<file path="src/rtl/alu_issue_if.sv">
// Handshake and data bundle between the decode/issue stage, its upstream
// fetch/register-read logic and the downstream ALU.
// The master drives instructions in and consumes issued entries; the slave is
// the issue stage itself.
interface alu_issue_if;
    logic        flush;
    logic        in_valid;
    logic        in_ready;
    logic [31:0] in_pc;
    logic [31:0] in_instr;
    logic [31:0] in_rs1_data;
    logic [31:0] in_rs2_data;
    logic        fwd_valid;
    logic [4:0]  fwd_rd;
    logic [31:0] fwd_data;
    logic        out_valid;
    logic        out_ready;
    logic [31:0] out_dataa;
    logic [31:0] out_datab;
    logic [3:0]  out_aluctr;
    logic [4:0]  out_rd;
    logic        out_rd_we;
    logic        out_illegal;

    modport master (
        output flush, in_valid, in_pc, in_instr, in_rs1_data, in_rs2_data,
               fwd_valid, fwd_rd, fwd_data, out_ready,
        input  in_ready, out_valid, out_dataa, out_datab, out_aluctr,
               out_rd, out_rd_we, out_illegal
    );

    modport slave (
        input  flush, in_valid, in_pc, in_instr, in_rs1_data, in_rs2_data,
               fwd_valid, fwd_rd, fwd_data, out_ready,
        output in_ready, out_valid, out_dataa, out_datab, out_aluctr,
               out_rd, out_rd_we, out_illegal
    );
endinterface

</file>
<file path="src/rtl/alu_issue_stage.sv">
// Decode/issue register in front of the 32-bit ALU. Decodes one RV32I
// instruction, picks operands (with an optional writeback bypass), builds the
// ALU control code and holds the result in a single valid/ready slot.
module alu_issue_stage #(
    parameter bit FWD_EN = 1'b1
) (
    input  logic        clk,
    input  logic        rst,
    alu_issue_if.slave  bus
);
    localparam logic [6:0] OPC_OP     = 7'b0110011;
    localparam logic [6:0] OPC_OP_IMM = 7'b0010011;
    localparam logic [6:0] OPC_LUI    = 7'b0110111;
    localparam logic [6:0] OPC_AUIPC  = 7'b0010111;

    localparam logic [3:0] ALU_ADD   = 4'b0000;
    localparam logic [3:0] ALU_SUB   = 4'b1000;
    localparam logic [3:0] ALU_SLL   = 4'b0001;
    localparam logic [3:0] ALU_SLT   = 4'b0010;
    localparam logic [3:0] ALU_SLTU  = 4'b1010;
    localparam logic [3:0] ALU_XOR   = 4'b0100;
    localparam logic [3:0] ALU_SRL   = 4'b0101;
    localparam logic [3:0] ALU_SRA   = 4'b1101;
    localparam logic [3:0] ALU_OR    = 4'b0110;
    localparam logic [3:0] ALU_AND   = 4'b0111;
    localparam logic [3:0] ALU_PASSB = 4'b0011;

    localparam logic [6:0] F7_ZERO = 7'b0000000;
    localparam logic [6:0] F7_ALT  = 7'b0100000;

    // Instruction fields
    logic [6:0]  w_opcode;
    logic [4:0]  w_rd;
    logic [2:0]  w_funct3;
    logic [4:0]  w_rs1;
    logic [4:0]  w_rs2;
    logic [6:0]  w_funct7;
    logic [31:0] w_imm_i;
    logic [31:0] w_imm_u;
    logic [31:0] w_shamt;
    logic [31:0] w_rs1_val;
    logic [31:0] w_rs2_val;

    // Decoded entry
    logic        w_legal;
    logic [31:0] w_dataa;
    logic [31:0] w_datab;
    logic [3:0]  w_aluctr;
    logic        w_in_ready;
    logic        w_capture;

    // Issued entry
    logic        r_valid;
    logic [31:0] r_dataa;
    logic [31:0] r_datab;
    logic [3:0]  r_aluctr;
    logic [4:0]  r_rd;
    logic        r_rd_we;
    logic        r_illegal;

    assign w_opcode = bus.in_instr[6:0];
    assign w_rd     = bus.in_instr[11:7];
    assign w_funct3 = bus.in_instr[14:12];
    assign w_rs1    = bus.in_instr[19:15];
    assign w_rs2    = bus.in_instr[24:20];
    assign w_funct7 = bus.in_instr[31:25];
    assign w_imm_i  = {{20{bus.in_instr[31]}}, bus.in_instr[31:20]};
    assign w_imm_u  = {bus.in_instr[31:12], 12'b0};
    assign w_shamt  = {27'b0, bus.in_instr[24:20]};

    // x0 always reads zero; a matching writeback in the same cycle overrides the
    // stale register-file value when the bypass is built in.
    function automatic logic [31:0] read_operand(input logic [4:0]  idx,
                                                 input logic [31:0] rf_data,
                                                 input logic        fwd_valid,
                                                 input logic [4:0]  fwd_rd,
                                                 input logic [31:0] fwd_data);
        logic [31:0] val;
        if (idx == 5'd0)
            val = 32'd0;
        else if (FWD_EN && fwd_valid && (fwd_rd == idx))
            val = fwd_data;
        else
            val = rf_data;
        return val;
    endfunction

    // funct3 to ALU code; alt selects SUB/SRA on the two funct3 values that have one.
    function automatic logic [3:0] funct_code(input logic [2:0] f3, input logic alt);
        logic [3:0] code;
        case (f3)
            3'b000:  code = alt ? ALU_SUB : ALU_ADD;
            3'b001:  code = ALU_SLL;
            3'b010:  code = ALU_SLT;
            3'b011:  code = ALU_SLTU;
            3'b100:  code = ALU_XOR;
            3'b101:  code = alt ? ALU_SRA : ALU_SRL;
            3'b110:  code = ALU_OR;
            default: code = ALU_AND;
        endcase
        return code;
    endfunction

    assign w_rs1_val = read_operand(w_rs1, bus.in_rs1_data, bus.fwd_valid, bus.fwd_rd, bus.fwd_data);
    assign w_rs2_val = read_operand(w_rs2, bus.in_rs2_data, bus.fwd_valid, bus.fwd_rd, bus.fwd_data);

    // Decode opcode/funct into operands and ALU code; illegal forms collapse to ADD 0,0.
    always_comb begin
        w_legal  = 1'b0;
        w_dataa  = 32'd0;
        w_datab  = 32'd0;
        w_aluctr = ALU_ADD;
        case (w_opcode)
            OPC_OP: begin
                w_legal  = (w_funct7 == F7_ZERO) ||
                           ((w_funct7 == F7_ALT) && ((w_funct3 == 3'b000) || (w_funct3 == 3'b101)));
                w_dataa  = w_rs1_val;
                w_datab  = w_rs2_val;
                w_aluctr = funct_code(w_funct3, w_funct7[5]);
            end
            OPC_OP_IMM: begin
                w_dataa = w_rs1_val;
                case (w_funct3)
                    3'b001: begin
                        w_legal  = (w_funct7 == F7_ZERO);
                        w_datab  = w_shamt;
                        w_aluctr = ALU_SLL;
                    end
                    3'b101: begin
                        w_legal  = (w_funct7 == F7_ZERO) || (w_funct7 == F7_ALT);
                        w_datab  = w_shamt;
                        w_aluctr = funct_code(w_funct3, w_funct7[5]);
                    end
                    default: begin
                        // funct7 bits are immediate here, so no SUB form exists
                        w_legal  = 1'b1;
                        w_datab  = w_imm_i;
                        w_aluctr = funct_code(w_funct3, 1'b0);
                    end
                endcase
            end
            OPC_LUI: begin
                w_legal  = 1'b1;
                w_dataa  = 32'd0;
                w_datab  = w_imm_u;
                w_aluctr = ALU_PASSB;
            end
            OPC_AUIPC: begin
                w_legal  = 1'b1;
                w_dataa  = bus.in_pc;
                w_datab  = w_imm_u;
                w_aluctr = ALU_ADD;
            end
            default: begin
                w_legal = 1'b0;
            end
        endcase
        if (!w_legal) begin
            w_dataa  = 32'd0;
            w_datab  = 32'd0;
            w_aluctr = ALU_ADD;
        end
    end

    assign w_in_ready = !rst && !bus.flush && (!r_valid || bus.out_ready);
    assign w_capture  = bus.in_valid && w_in_ready;

    // Output slot: flush empties it, capture loads it (including back-to-back), consume drains it.
    always_ff @(posedge clk or posedge rst) begin
        if (rst) begin
            r_valid   <= 1'b0;
            r_dataa   <= 32'd0;
            r_datab   <= 32'd0;
            r_aluctr  <= 4'd0;
            r_rd      <= 5'd0;
            r_rd_we   <= 1'b0;
            r_illegal <= 1'b0;
        end else if (bus.flush) begin
            r_valid <= 1'b0;
        end else if (w_capture) begin
            r_valid   <= 1'b1;
            r_dataa   <= w_dataa;
            r_datab   <= w_datab;
            r_aluctr  <= w_aluctr;
            r_rd      <= w_rd;
            r_rd_we   <= w_legal && (w_rd != 5'd0);
            r_illegal <= !w_legal;
        end else if (bus.out_ready) begin
            r_valid <= 1'b0;
        end
    end

    assign bus.in_ready    = w_in_ready;
    assign bus.out_valid   = r_valid;
    assign bus.out_dataa   = r_dataa;
    assign bus.out_datab   = r_datab;
    assign bus.out_aluctr  = r_aluctr;
    assign bus.out_rd      = r_rd;
    assign bus.out_rd_we   = r_rd_we;
    assign bus.out_illegal = r_illegal;
endmodule

</file>
<file path="src/flat_wrapper.sv">
// flat-port wrapper written by rule: the top's interface ports become plain ports
module alu_issue_stage_flat 
#(
    parameter bit FWD_EN = 1'b1
)
  (clk, rst, bus_flush, bus_in_valid, bus_in_pc, bus_in_instr, bus_in_rs1_data, bus_in_rs2_data, bus_fwd_valid, bus_fwd_rd, bus_fwd_data, bus_out_ready, bus_in_ready, bus_out_valid, bus_out_dataa, bus_out_datab, bus_out_aluctr, bus_out_rd, bus_out_rd_we, bus_out_illegal);
  alu_issue_if bus_i ();
  input  logic clk;
  input  logic rst;
  input wire logic [$bits(bus_i.flush)-1:0] bus_flush;
  input wire logic [$bits(bus_i.in_valid)-1:0] bus_in_valid;
  input wire logic [$bits(bus_i.in_pc)-1:0] bus_in_pc;
  input wire logic [$bits(bus_i.in_instr)-1:0] bus_in_instr;
  input wire logic [$bits(bus_i.in_rs1_data)-1:0] bus_in_rs1_data;
  input wire logic [$bits(bus_i.in_rs2_data)-1:0] bus_in_rs2_data;
  input wire logic [$bits(bus_i.fwd_valid)-1:0] bus_fwd_valid;
  input wire logic [$bits(bus_i.fwd_rd)-1:0] bus_fwd_rd;
  input wire logic [$bits(bus_i.fwd_data)-1:0] bus_fwd_data;
  input wire logic [$bits(bus_i.out_ready)-1:0] bus_out_ready;
  output wire logic [$bits(bus_i.in_ready)-1:0] bus_in_ready;
  output wire logic [$bits(bus_i.out_valid)-1:0] bus_out_valid;
  output wire logic [$bits(bus_i.out_dataa)-1:0] bus_out_dataa;
  output wire logic [$bits(bus_i.out_datab)-1:0] bus_out_datab;
  output wire logic [$bits(bus_i.out_aluctr)-1:0] bus_out_aluctr;
  output wire logic [$bits(bus_i.out_rd)-1:0] bus_out_rd;
  output wire logic [$bits(bus_i.out_rd_we)-1:0] bus_out_rd_we;
  output wire logic [$bits(bus_i.out_illegal)-1:0] bus_out_illegal;
  assign bus_i.flush = bus_flush;
  assign bus_i.in_valid = bus_in_valid;
  assign bus_i.in_pc = bus_in_pc;
  assign bus_i.in_instr = bus_in_instr;
  assign bus_i.in_rs1_data = bus_in_rs1_data;
  assign bus_i.in_rs2_data = bus_in_rs2_data;
  assign bus_i.fwd_valid = bus_fwd_valid;
  assign bus_i.fwd_rd = bus_fwd_rd;
  assign bus_i.fwd_data = bus_fwd_data;
  assign bus_i.out_ready = bus_out_ready;
  assign bus_in_ready = bus_i.in_ready;
  assign bus_out_valid = bus_i.out_valid;
  assign bus_out_dataa = bus_i.out_dataa;
  assign bus_out_datab = bus_i.out_datab;
  assign bus_out_aluctr = bus_i.out_aluctr;
  assign bus_out_rd = bus_i.out_rd;
  assign bus_out_rd_we = bus_i.out_rd_we;
  assign bus_out_illegal = bus_i.out_illegal;
  alu_issue_stage #(.FWD_EN(FWD_EN)) u_core (.clk(clk), .rst(rst), .bus(bus_i));
endmodule
</file>
<file path="config.mk">
export PLATFORM = sky130hd
export DESIGN_NAME = alu_issue_stage_flat
export DESIGN_NICKNAME = d
export VERILOG_FILES = /design/src/rtl/alu_issue_if.sv /design/src/rtl/alu_issue_stage.sv /design/src/flat_wrapper.sv
export SDC_FILE = /design/constraint.sdc
export NUM_CORES = 1
export LEC_CHECK = 0
export ABC_CLOCK_PERIOD_IN_PS = 2600
export BUFFER_PORTS_ARGS = -buffer_cell sky130_fd_sc_hd__buf_2
export CORE_MARGIN = 2
export CORE_UTILIZATION = 41
export DETAILED_ROUTE_END_ITERATION = 10
export HOLD_SLACK_MARGIN = 0.06
export PLACE_DENSITY = 0.78
export SKIP_CTS_REPAIR_TIMING = 1
export SYNTH_ARGS = -nofsm -noshare
export SYNTH_HDL_FRONTEND = slang
export SYNTH_SLANG_ARGS = --single-unit
</file>
<file path="constraint.sdc">
create_clock -name clk -period 2.6 [get_ports clk]
set_clock_uncertainty 0.1 [all_clocks]
set_input_delay 0.39 -clock clk [delete_from_list [all_inputs] [get_ports clk]]
set_output_delay 0.39 -clock clk [all_outputs]
set_load 0.005 [all_outputs]
</file>
==> impl_metrics.ini, run 1 <==
[sta]
finalHoldViolations = 0
tns_ps = 0
rsz0062_at_grt = no
worstMarginPinSlew_ps = 817
setup_ws_ps = 208
period_needed_ps = 2390
fmax_ghz = 0.418
max-slew-margin-rel_pct = 45.1
fin_crit_sh_pct = 92.0
timing_max_transition_violations_final = 0
setup_viol = 0

[global_route]
grt_overflow = 0
grt_first_pass_wirelength_um = 25700
grt_max_degree = 55
grt_usage_pct = 28.5
antenna_found_initial = 0
grt_pass1_vias = 4930

[cts]
clock_path_buffers = 2
htreeDepth = 3
cts_inserted_buffers = 9
clk_latency_ps = 350
root_buffer = clkbuf_8
tritoncts = done
cts.sinks = 76
clk_pin_slew_ps = 90

[synthesis]
synth_cells = 472
ys_seq_elements = 76
synth_area_um2 = 4520
yosys_warnings = 0
ys_seq_area_share_pct = 42.1
synth_nets = 643
avgSynthCellArea_um2 = 9.57
synth_edf_count = 0
async_reset_ff_share_pct = 100
ys.flop_type = dfrtp_1
synth_cell_type_count = 44

[critical_path]
worstSetupPathType = input pin to flip-flop
crit_required_ps = 2780
path_cells = dlygate4sd3_1 -> buf_2 -> nor2_1 -> nand3_4 -> buf_4 -> nor4b_4 -> buf_4 -> a22oi_1 -> o21ai_2
end_kind = flip-flop
r2r_slack_ps = 630
arrival_ps = 2570
cpPeakStageDelay_ps = 540
crit_top_cell = buf_4
start_kind = input pin
path_max_fanout = 25
cp_slowest_cell = dlygate4sd3_1

[final_layout]
area_delta_synth_final_pct = 37.8
final_common_cell = buf_2
insertedDiodeCount = 0
final_core_util_pct = 57.7
fin_nets = 881
stdcell_area_um2 = 6230
drive_gt1_share_pct = 45.7
layout_common_cells = buf_2 (247), dfrtp_1 (76), nand2_1 (46), mux2i_1 (39), a22oi_1 (38)

[die]
die_w_um = 109
initial_core_util_pct = 41.9
die_area_um2 = 11900
pin_count = 248
rows = 38
core_um2 = 10800
die_y_um = 109

[run_status]
status = complete, no violations

[placement]
placed_area_um2 = 5960
port_buffers = 247
gp_congestion = 0.871
hpwl_um = 12700
pre_cts_ws_ps = 134

[drt]
drt-total-wl_um = 16600
dr.pass1.iters = 5
drt_first_iter_violations = 324
post_drt_wl_per_cell_um = 19.4
vias = 4907
post_drt_via_cell_ratio = 5.74
drc_errors = 0
antenna_left = 0

[power_and_ir_drop]
p_leak_uw = 0.00314
power_uw = 2840
vdd_drop_max_mv = 0.282
power_density_nw_per_um2 = 457

[hold_path]
worstHoldPathType = input pin to flip-flop

[job]
max_cap_viol_count = 0
[stage by stage]
stage / hold WS [ps] / cells
2_1_floorplan: 373 / 472
3_3_place_gp: 357 / 838
3_5_place_dp: 362 / 838
4_1_cts: 17.1 / 854
5_1_grt: 137 / 855
6_report: 149 / 855
[where the power goes]
group / internal [uW] / leakage [uW] / switching (uW)
Clock: 733 / 0.000133 / 462
Sequential: 1200 / 0.00104 / 11.0
Combinational: 193 / 0.00197 / 240
[worst paths after layout]
check	startpoint	depth (start not counted)	to
setup / recovery	rst	9	u_core.bus.out_dataa[1]
hold / removal	bus_in_pc[7]	3	u_core.bus.out_dataa[7]
setup reg to reg	u_core.bus.out_valid	7	u_core.bus.out_dataa[1]
hold reg to reg	u_core.bus.out_datab[11]	2	u_core.bus.out_datab[11]
max in group asynchronous	rst	4	u_core.bus.out_dataa[12]
min in group asynchronous	rst	3	u_core.bus.out_aluctr[3]
[Yosys cell counts, types with 3 or more instances]
master | instances | area share [%]
nand3_1 | 8 | 0.89
dfrtp_1 | 76 | 42
buf_6 | 3 | 0.75
mux2i_1 | 39 | 8.6
a2111oi_0 | 5 | 0.97
clkbuf_1 | 29 | 2.4
and3_1 | 22 | 3.0
o21ai_2 | 30 | 5.8
nor4_1 | 4 | 0.55
a211oi_1 | 21 | 3.5
nor2_1 | 29 | 2.4
a221o_1 | 5 | 1.1
nor2b_1 | 3 | 0.42
a21oi_1 | 22 | 2.4
or4_1 | 4 | 0.66
o31ai_1 | 21 | 3.5
buf_1 | 4 | 0.33
buf_2 | 3 | 0.33
xor2_1 | 5 | 0.97
o21ai_0 | 19 | 2.1
xnor2_1 | 6 | 1.2
mux2_2 | 5 | 1.2
a22oi_1 | 38 | 6.3
nand2_1 | 46 | 3.8
[cells by family after synthesis]
group / after synthesis / synth area share, %
compound gates: 169 / 27.3
simple gates: 131 / 14.6
flops: 76 / 42.1
mux: 44 / 9.88
buf+inv: 41 / 3.99
xor+xnor: 11 / 2.13
[critical path: cells and delay by family]
family                 cells  cell delay [ps]
AO/OA/AOI/OAI              2              260
buffers and inverters      4             1270
AND/OR/NAND/NOR            3              630
[area by class of cell]
| class | count | area [um2] |
|---|---|---|
| tap | 140 | 175 |
| sequential | 76 | 1900 |
| inverter | 2 | 8.76 |
| fill | 975 | 4560 |
| clock buffer | 9 | 124 |
| multi-input combinational | 355 | 2460 |
| timing repair buffer | 266 | 1420 |
| clock inverter | 7 | 139 |
[sequential cells by signal, summed over array words and instances, names as in the netlist]
signal,cells
u_core.bus.out_dataa,32
u_core.bus.out_datab,32
u_core.bus.out_rd,5
u_core.bus.out_aluctr,4
u_core.bus.out_illegal,1
u_core.bus.out_rd_we,1
u_core.bus.out_valid,1
[layer usage]
layer | part of all wire [%] | global-route usage [%] | routed length (um)
met1 | 41 | 37.1 | 6730
met2 | 49 | 47.1 | 8100
met3 | 7.7 | 4.66 | 1280
met4 | 2.9 | 11.8 | 473
met5 | 0 | 0 | 0
No activity file was read; power rests on OpenSTA's default activity.
==> run 2: changes to the inputs <==
--- a/config.mk
+++ b/config.mk
@@ -8,10 +8,10 @@
 export ABC_CLOCK_PERIOD_IN_PS = 2600
 export BUFFER_PORTS_ARGS = -buffer_cell sky130_fd_sc_hd__buf_2
 export CORE_MARGIN = 2
-export CORE_UTILIZATION = 41
+export CORE_UTILIZATION = 40
 export DETAILED_ROUTE_END_ITERATION = 10
 export HOLD_SLACK_MARGIN = 0.06
-export PLACE_DENSITY = 0.78
+export PLACE_DENSITY = 0.76
 export SKIP_CTS_REPAIR_TIMING = 1
 export SYNTH_ARGS = -nofsm -noshare
 export SYNTH_HDL_FRONTEND = slang
==> run 2 against run 1 <==
  * Final cell count up 0.23%
  * Worst setup slack worse by 110 ps
  * Core utilization up 0.31 points
  * Combinational power about the same
  * Clock power up 23%
  * Critical endpoint is now u_core.bus.out_dataa[0]
  * Maximum frequency down 4.3%
  * Clock-buffer cell count up 3
==> impl_metrics.ini, run 2 (synthesis gave the netlist of run 1 again) <==
[drt]
drt_first_iter_violations = 270
drc_errors = 0
antenna_left = 0
post_drt_wl_per_cell_um = 19.2
drt-total-wl_um = 16400
dr.pass1.iters = 6
post_drt_via_cell_ratio = 5.74
vias = 4922

[die]
die_y_um = 110
core_um2 = 10900
initial_core_util_pct = 41.3
die_w_um = 110
die_area_um2 = 12200
pin_count = 248
rows = 38

[final_layout]
final_common_cell = buf_2
drive_gt1_share_pct = 45.7
insertedDiodeCount = 0
fill_cells = 972
layout_common_cells = buf_2 (247), dfrtp_1 (76), nand2_1 (46), mux2i_1 (39), a22oi_1 (38)
fin_nets = 883
area_delta_synth_final_pct = 40.4

[run_status]
status = complete, no violations

[placement]
port_buffers = 247
pre_cts_ws_ps = 123
hpwl_um = 12800
gp_congestion = 0.870

[critical_path]
crit_required_ps = 2770
worstSetupPathType = input pin to flip-flop
crit_buf_inv = 4
path_cells = dlygate4sd3_1 -> buf_2 -> nor2_1 -> nand3_4 -> buf_4 -> nor4b_4 -> buf_4 -> a22oi_1 -> o21ai_2
r2r_slack_ps = 530
critPathTopFamily = buffers and inverters
crit_top_cell = buf_4
end_kind = flip-flop
arrival_ps = 2670
cp_slowest_cell = dlygate4sd3_1
path_max_fanout = 24
start_kind = input pin
cpPeakStageDelay_ps = 540

[global_route]
antenna_found_initial = 0
grt_first_pass_wirelength_um = 24900
grt_usage_pct = 27.4
grt_pass1_vias = 4839
grt_overflow = 0
grt_max_degree = 61

[cts]
cts.sinks = 76
clock_path_buffers = 2
tritoncts = done
cts_inserted_buffers = 9
clk_latency_ps = 340
clk_pin_slew_ps = 60
root_buffer = clkbuf_16
htreeDepth = 3

[power_and_ir_drop]
p_int_uw = 2390
vdd_drop_max_mv = 0.339
p_sw_uw = 739
power_density_nw_per_um2 = 493
swShare_pct = 23.6
p_seq_share_pct = 38.9
pwr-share-clk_pct = 47.3
power_frac_comb_pct = 13.8
p_leak_uw = 0.00320

[sta]
setup_ws_ps = 102
finalHoldViolations = 0
timing_max_transition_violations_final = 0
rsz0062_at_grt = no
tns_ps = 0
setup_viol = 0
max-slew-margin-rel_pct = 56.2
worstMarginPinSlew_ps = 641
fmax_ghz = 0.400
fin_crit_sh_pct = 96.1
period_needed_ps = 2500

[job]
max_cap_viol_count = 0

[hold_path]
worstHoldPathType = input pin to flip-flop
## run 2: cell types whose count changed in the layout (fill, tap and decap cells not counted), sizes merged
cell    previous run  this run
buf              265       267
bufinv             4         3
clkbuf             9        12
clkinv             4         2
## run 2: path summary, 6_finish.rpt
kind / startpoint / to / cells after the start
min in group asynchronous: rst / u_core.bus.out_datab[2] / 3
setup / recovery: rst / u_core.bus.out_dataa[0] / 9
hold / removal: bus_in_pc[20] / u_core.bus.out_dataa[20] / 3
max in group asynchronous: rst / u_core.bus.out_illegal / 4
setup reg to reg: u_core.bus.out_valid / u_core.bus.out_dataa[0] / 7
hold reg to reg: u_core.bus.out_datab[28] / u_core.bus.out_datab[28] / 2
## run 2: area by class of cell
class | instances | area [um2] | area share (%)
clock inverters | 4 | 95.1 | 1.50
flip-flops and latches | 76 | 1900 | 30.0
well taps | 140 | 175 | 2.76
inverters | 2 | 8.76 | 0.138
clock buffers | 12 | 256 | 4.04
multi-input cells | 355 | 2460 | 38.8
repair buffers | 268 | 1450 | 22.8
## run 2: layer usage
layer / share of wire [%] / GRT usage, % / wire (um) / up-vias
met5: 0 / 0 / 0 / -
met3: 7.6 / 5.35 / 1250 / 40
li1: - / - / - / 2269
met1: 41 / 34.9 / 6670 / 2358
met4: 3.0 / 10.9 / 488 / 0
met2: 49 / 45.8 / 8020 / 255
## run 2: stage by stage
stage | cells | power (uW) | util [%] | hold WS [ps] | cell area [um2]
floorplan | 472 | 1420 | - | 373 | 4520
global placement | 840 | 1660 | 54.7 | 257 | 5980
detailed placement | 840 | 1670 | 54.7 | 261 | 5980
CTS | 856 | 3150 | 57.9 | -94.9 | 6340
global route | 857 | 3250 | 58.0 | 177 | 6350
finish | 857 | 3130 | 58.0 | 177 | 6350
## run 2: worst reg2reg max path: cells and delay by family, from the launching register on
family	cells	cell delay (ps)
buf+inv	2	610
compound gates	2	230
simple gates	3	680
flops	1	380
## run 2: power by group through the flow
| stage | combinational [uW] | clock (uW) | sequential [uW] |
|---|---|---|---|
| 2_1_floorplan | 178 | 0 | 1240 |
| 3_5_place_dp | 431 | 0 | 1240 |
| 4_1_cts | 433 | 1500 | 1220 |
| 3_3_place_gp | 420 | 0 | 1240 |
| 5_1_grt | 477 | 1550 | 1220 |
| 6_report | 433 | 1480 | 1220 |
